`config.mk`:
```
export PLATFORM = sky130hd
export DESIGN_NAME = addsub_pipe
export DESIGN_NICKNAME = d
export VERILOG_FILES = /design/src/rtl/addsub_pipe.sv
export SDC_FILE = /design/constraint.sdc
export NUM_CORES = 1
export LEC_CHECK = 0
export BUFFER_PORTS_ARGS = -buffer_cell sky130_fd_sc_hd__buf_2
export CAP_MARGIN = 20
export CORE_MARGIN = 2
export CORE_UTILIZATION = 40
export DETAILED_ROUTE_END_ITERATION = 10
export PLACE_DENSITY_LB_ADDON = 0.2
export SKIP_CTS_REPAIR_TIMING = 1
export SYNTH_ARGS = -nofsm -noshare
export SYNTH_HDL_FRONTEND = slang
export SYNTH_SLANG_ARGS = --single-unit
```
`constraint.sdc`:
```
create_clock -name clk -period 2 [get_ports clk]
set_input_delay 0.2 -clock clk [delete_from_list [all_inputs] [get_ports clk]]
set_output_delay 0.2 -clock clk [all_outputs]
set_load 0.01 [all_outputs]
```
`src/rtl/addsub_pipe.sv`:
```
// Pipelined adder/subtractor: carry chain split into STAGES chunks, one chunk per cycle, valid/ready on both sides.
// Latency STAGES cycles; in_ready = load[0], a combinational chain from out_ready. Optional saturation: ADDSUB_PIPE_SAT_EN.
module addsub_pipe #(
  parameter int WIDTH  = 16,
  parameter int STAGES = 4
) (
  input  logic             clk,
  input  logic             rst_n,
  input  logic             in_valid,
  output logic             in_ready,
  input  logic [WIDTH-1:0] InA,
  input  logic [WIDTH-1:0] InB,
  input  logic             Cin,
  input  logic             sub,
  input  logic             sign,
  output logic             out_valid,
  input  logic             out_ready,
  output logic [WIDTH-1:0] Out,
  output logic             Ofl,
  output logic             Cout,
  output logic             Zero
);

  localparam int CW = WIDTH / STAGES;

  logic [STAGES-1:0] v_q;
  logic [STAGES-1:0] load;
  logic [STAGES-1:0] src_v;

  logic [WIDTH-1:0] a_q   [STAGES];
  logic [WIDTH-1:0] b_q   [STAGES];
  logic [WIDTH-1:0] s_q   [STAGES];
  logic             c_q   [STAGES];
  logic             sg_q  [STAGES];
  logic             sb_q  [STAGES];

  logic [WIDTH-1:0] src_a [STAGES];
  logic [WIDTH-1:0] src_b [STAGES];
  logic [WIDTH-1:0] src_s [STAGES];
  logic             src_c [STAGES];
  logic             src_sg[STAGES];
  logic             src_sb[STAGES];
  logic [CW:0]      csum  [STAGES];
  logic [WIDTH-1:0] nxt_s [STAGES];

  logic [WIDTH-1:0] res;
  logic [WIDTH-1:0] fout;
  logic             fcout;
  logic             am;
  logic             bm;
  logic             sovf;
  logic             uovf;
  logic             fofl;

  // A stage loads when it or any stage downstream of it can move.
  always_comb begin
    load = '0;
    load[STAGES-1] = out_ready | ~v_q[STAGES-1];
    for (int k = STAGES - 2; k >= 0; k--) begin
      load[k] = ~v_q[k] | load[k+1];
    end
  end

  assign in_ready  = load[0];
  assign out_valid = v_q[STAGES-1];

  // Stage 0 is fed straight from the ports with B pre-inverted for subtraction.
  always_comb begin
    src_v[0]  = in_valid;
    src_a[0]  = InA;
    src_b[0]  = sub ? ~InB : InB;
    src_c[0]  = sub | Cin;
    src_s[0]  = '0;
    src_sg[0] = sign;
    src_sb[0] = sub;
    for (int k = 1; k < STAGES; k++) begin
      src_v[k]  = v_q[k-1];
      src_a[k]  = a_q[k-1];
      src_b[k]  = b_q[k-1];
      src_c[k]  = c_q[k-1];
      src_s[k]  = s_q[k-1];
      src_sg[k] = sg_q[k-1];
      src_sb[k] = sb_q[k-1];
    end
    for (int k = 0; k < STAGES; k++) begin
      csum[k] = {1'b0, src_a[k][k*CW +: CW]} + {1'b0, src_b[k][k*CW +: CW]}
              + {{CW{1'b0}}, src_c[k]};
      nxt_s[k] = src_s[k];
      nxt_s[k][k*CW +: CW] = csum[k][CW-1:0];
    end
  end

  // Flags (and optional saturation) resolve alongside the last chunk.
  always_comb begin
    res   = nxt_s[STAGES-1];
    fcout = csum[STAGES-1][CW];
    am    = src_a[STAGES-1][WIDTH-1];
    bm    = src_b[STAGES-1][WIDTH-1];
    sovf  = (am == bm) && (res[WIDTH-1] != am);
    uovf  = fcout ^ src_sb[STAGES-1];
    fofl  = src_sg[STAGES-1] ? sovf : uovf;
    fout  = res;
`ifdef ADDSUB_PIPE_SAT_EN
    if (fofl) begin
      if (src_sg[STAGES-1])
        fout = am ? {1'b1, {(WIDTH-1){1'b0}}} : {1'b0, {(WIDTH-1){1'b1}}};
      else
        fout = src_sb[STAGES-1] ? '0 : '1;
    end
`endif
  end

  always_ff @(posedge clk or negedge rst_n) begin
    if (!rst_n) begin
      v_q  <= '0;
      Out  <= '0;
      Ofl  <= 1'b0;
      Cout <= 1'b0;
      Zero <= 1'b0;
      for (int k = 0; k < STAGES; k++) begin
        a_q[k]  <= '0;
        b_q[k]  <= '0;
        s_q[k]  <= '0;
        c_q[k]  <= 1'b0;
        sg_q[k] <= 1'b0;
        sb_q[k] <= 1'b0;
      end
    end else begin
      for (int k = 0; k < STAGES; k++) begin
        if (load[k]) v_q[k] <= src_v[k];
        if (load[k] && src_v[k]) begin
          a_q[k]  <= src_a[k];
          b_q[k]  <= src_b[k];
          s_q[k]  <= nxt_s[k];
          c_q[k]  <= csum[k][CW];
          sg_q[k] <= src_sg[k];
          sb_q[k] <= src_sb[k];
        end
      end
      if (load[STAGES-1] && src_v[STAGES-1]) begin
        Out  <= fout;
        Ofl  <= fofl;
        Cout <= fcout;
        Zero <= ~|fout;
      end
    end
  end

endmodule

```
==> flow_summary.toml <==
[outcome]
status = "complete, no violations"

[critical_path]
crit_required_ns = 2.28
r2r-start = "a_q[28]"
arrival_ns = 2.17
path_max_fanout = 2
crit_path_start_kind = "register"
end_kind = "register"
path_delay_family = "adder cells"
timing.critical_path.buf_inv = 2
slowest_delay_ns = 0.37
path_class = "register to register"
r2r_slack_ns = 0.11
ff2ff_path_depth = 8
path_cells = "inv_1 -> fa_2 -> inv_1 -> fa_2 -> a21o_1 -> a21oi_2 -> mux2_2 -> nand3_1"
rr_endpoint = "Ofl"
cp_slowest_cell = "dfrtp_1"

[sta]
fin_crit_ns = 1.894
period_share = 0.9468
finalHoldViolCount = 0
slew_headroom = 0.6202
fin_setup_tns_ns = 0
drv_slew = 0
clock_skew_ns = 0.007670
rsz0062_at_grt = "no"
setup_viol = 0
max_slew.worst_pin.slew_ns = 0.5677
fmax_ghz = 0.5281

[floorplanning]
die_h_um = 111.7
die_area_um2 = 12480
dieWidth_um = 111.7
core_area_um2 = 11370
num_rows = 39
start_util = 0.4082
ios = 60

[worst_hold_path]
min_path_cells = 2
hp-start = "InA[11]"
hold_end = "a_q[59]"
hp-class = "input pin to register"

[logic_synthesis]
avgSynthCellArea_um2 = 13.53
synth-seq-cells = 104
yosys-top-cells-area = "dfrtp_1, mux2_2, fa_1"
synth-seq-area-share = 0.5608
synth_cell_types = 33
synth_top_area_frac = 0.5608
netlist_instances = 343
ys_warn_count = 0
netlist_area_um2 = 4641
syn_nets = 402
yosysTopAreaCell = "dfrtp_1"

[clocking]
clk_pin_slew_ns = 0.07
h-tree-depth = 3
cts_max_path_buffers = 2
cts_tree = "yes"
cts.sinks = 104
clk_latency_ns = 0.34
cts_buffers = 9
cts-root-buf = "clkbuf_16"

[layout]
drive_above_1_share = 0.3990
syn2layout_area_growth_pct = 16.82
final_cell_count_no_fill = 554
nFillCells = 1020
final_common_cell = "dfrtp_1"
final_cell_mix = "dfrtp_1, mux2_2, buf_2"
multi_input_area_um2 = 1928
design_area_um2 = 5421
seqCellArea_um2 = 2603
final_nets = 466
antenna_cells = 0

[global_routing]
grt_start_max_net_pins = 47
grt_antenna_before_repair = 0
grt_pass1_wl_mm = 13.57
grt_pass1_vias = 2796
grt.total_usage = 0.1352
overflow = 0

[power]
pwr-share-comb = 0.302
p_per_area_nw_per_um2 = 1307
switching_share = 0.3138
p_seq_frac = 0.467
p_leak_nw = 2.499
clock_power_share = 0.232
p_sw_mw = 2.224
ir_drop_uv = 517.5
p_int_mw = 4.863

[place]
dpl_cell_area_um2 = 5122
gp_congestion = 0.7214
dp_cells = 538
dp_hpwl_mm = 5.594
io_buffers = 59

[drt]
drc = 0
vias = 2644
wl_per_cell_um = 13.90
drt-initial-drc-count = 86
drt_pre_antenna_iters = 4
vias_per_cell = 4.773
ant_nets = 0
wirelength_mm = 7.703

[run]
cap_violations = 0
per-layer routing:
metal | vias to the layer above | GRT usage | share of wire
li1 | 1320 | - | -
met1 | 1264 | 0.1937 | 0.50
met2 | 51 | 0.1960 | 0.44
met3 | 9 | 0.02776 | 0.042
met4 | 0 | 0.06749 | 0.022
met5 | - | 0 | 0
power by group through the flow:
stage	Clock (mW)	Sequential [mW]	Combinational, mW
after floorplan	0	3.27	1.52
after global routing	1.78	3.41	2.45
after detailed placement	0	3.36	2.14
after global placement	0	3.33	2.09
final	1.64	3.31	2.14
after CTS	1.69	3.32	2.15
Yosys cell counts (all sizes together):
library cell	count
mux2	73
nand2	33
nand3	3
a21o	6
clkbuf	1
nand3b	2
nand2b	3
a21oi	9
nand4b	2
xnor2	16
nor3	2
a22o	1
or2	2
o21ai	26
inv	9
and3	1
o21a	1
xor2	8
nor2b	2
nor4	2
ha	12
nor4b	1
o2111ai	1
fa	8
dfrtp	104
nor2	2
buf	13
worst reg2reg max path, stage by stage (launching register included):
cell	delay, ns
dfrtp_1	0.37
inv_1	0.09
fa_2	0.21
inv_1	0.05
fa_2	0.35
a21o_1	0.20
a21oi_2	0.15
mux2_2	0.34
nand3_1	0.08
cell families (layout without fill, tap and decap cells):
family | Yosys count | count (layout) | share of synthesized area
XOR/XNOR | 24 | 24 | 0.04529
AND/OR/NAND/NOR | 55 | 55 | 0.05986
AO/OA/AOI/OAI | 44 | 44 | 0.05527
flip-flops | 104 | 104 | 0.5608
buffers and inverters | 23 | 91 | 0.02669
multiplexers | 73 | 73 | 0.1852
adder cells (fa/ha/maj) | 20 | 20 | 0.06686
worst max path at each step:
| stage | from | to | slack, ns | cells after the start |
|---|---|---|---|---|
| final | a_q[28] | Ofl | 0.11 | 8 |
| after global routing | b_q[28] | Ofl | 0.007 | 8 |
| after CTS | a_q[28] | Ofl | -0.02 | 8 |
| after detailed placement | a_q[28] | Ofl | -0.002 | 8 |
| after global placement | a_q[28] | Ofl | 0.08 | 8 |
| after floorplan | sub | c_q[3] | 0.03 | 8 |
layout make-up:
| type | count | area share |
|---|---|---|
| multi-input cells | 216 | 0.3556 |
| well taps | 143 | 0.03300 |
| repair buffers | 67 | 0.07339 |
| inverters | 9 | 0.006231 |
| flip-flops and latches | 104 | 0.4800 |
| clock buffers | 9 | 0.04154 |
| clock inverters | 6 | 0.01015 |
state kept, by name, summed over array words and instances (netlist names), 4 cells and up:
signal / cells
nxt_s: 12
Out: 16
v_q: 4
a_q: 24
fout: 12
b_q: 24
through the flow:
step	hold slack, ns	utilization	worst slack, ns	power (mW)
floorplan	-0.09559	-	0.02722	4.782
global placement	0.2366	0.4505	0.07753	5.416
detailed placement	0.2359	0.4505	-0.001581	5.500
CTS	-0.1386	0.4752	-0.01686	7.163
global route	0.07745	0.4768	0.007368	7.639
finish	0.08447	0.4768	0.1064	7.086
Power figures use the tool's default switching activity.
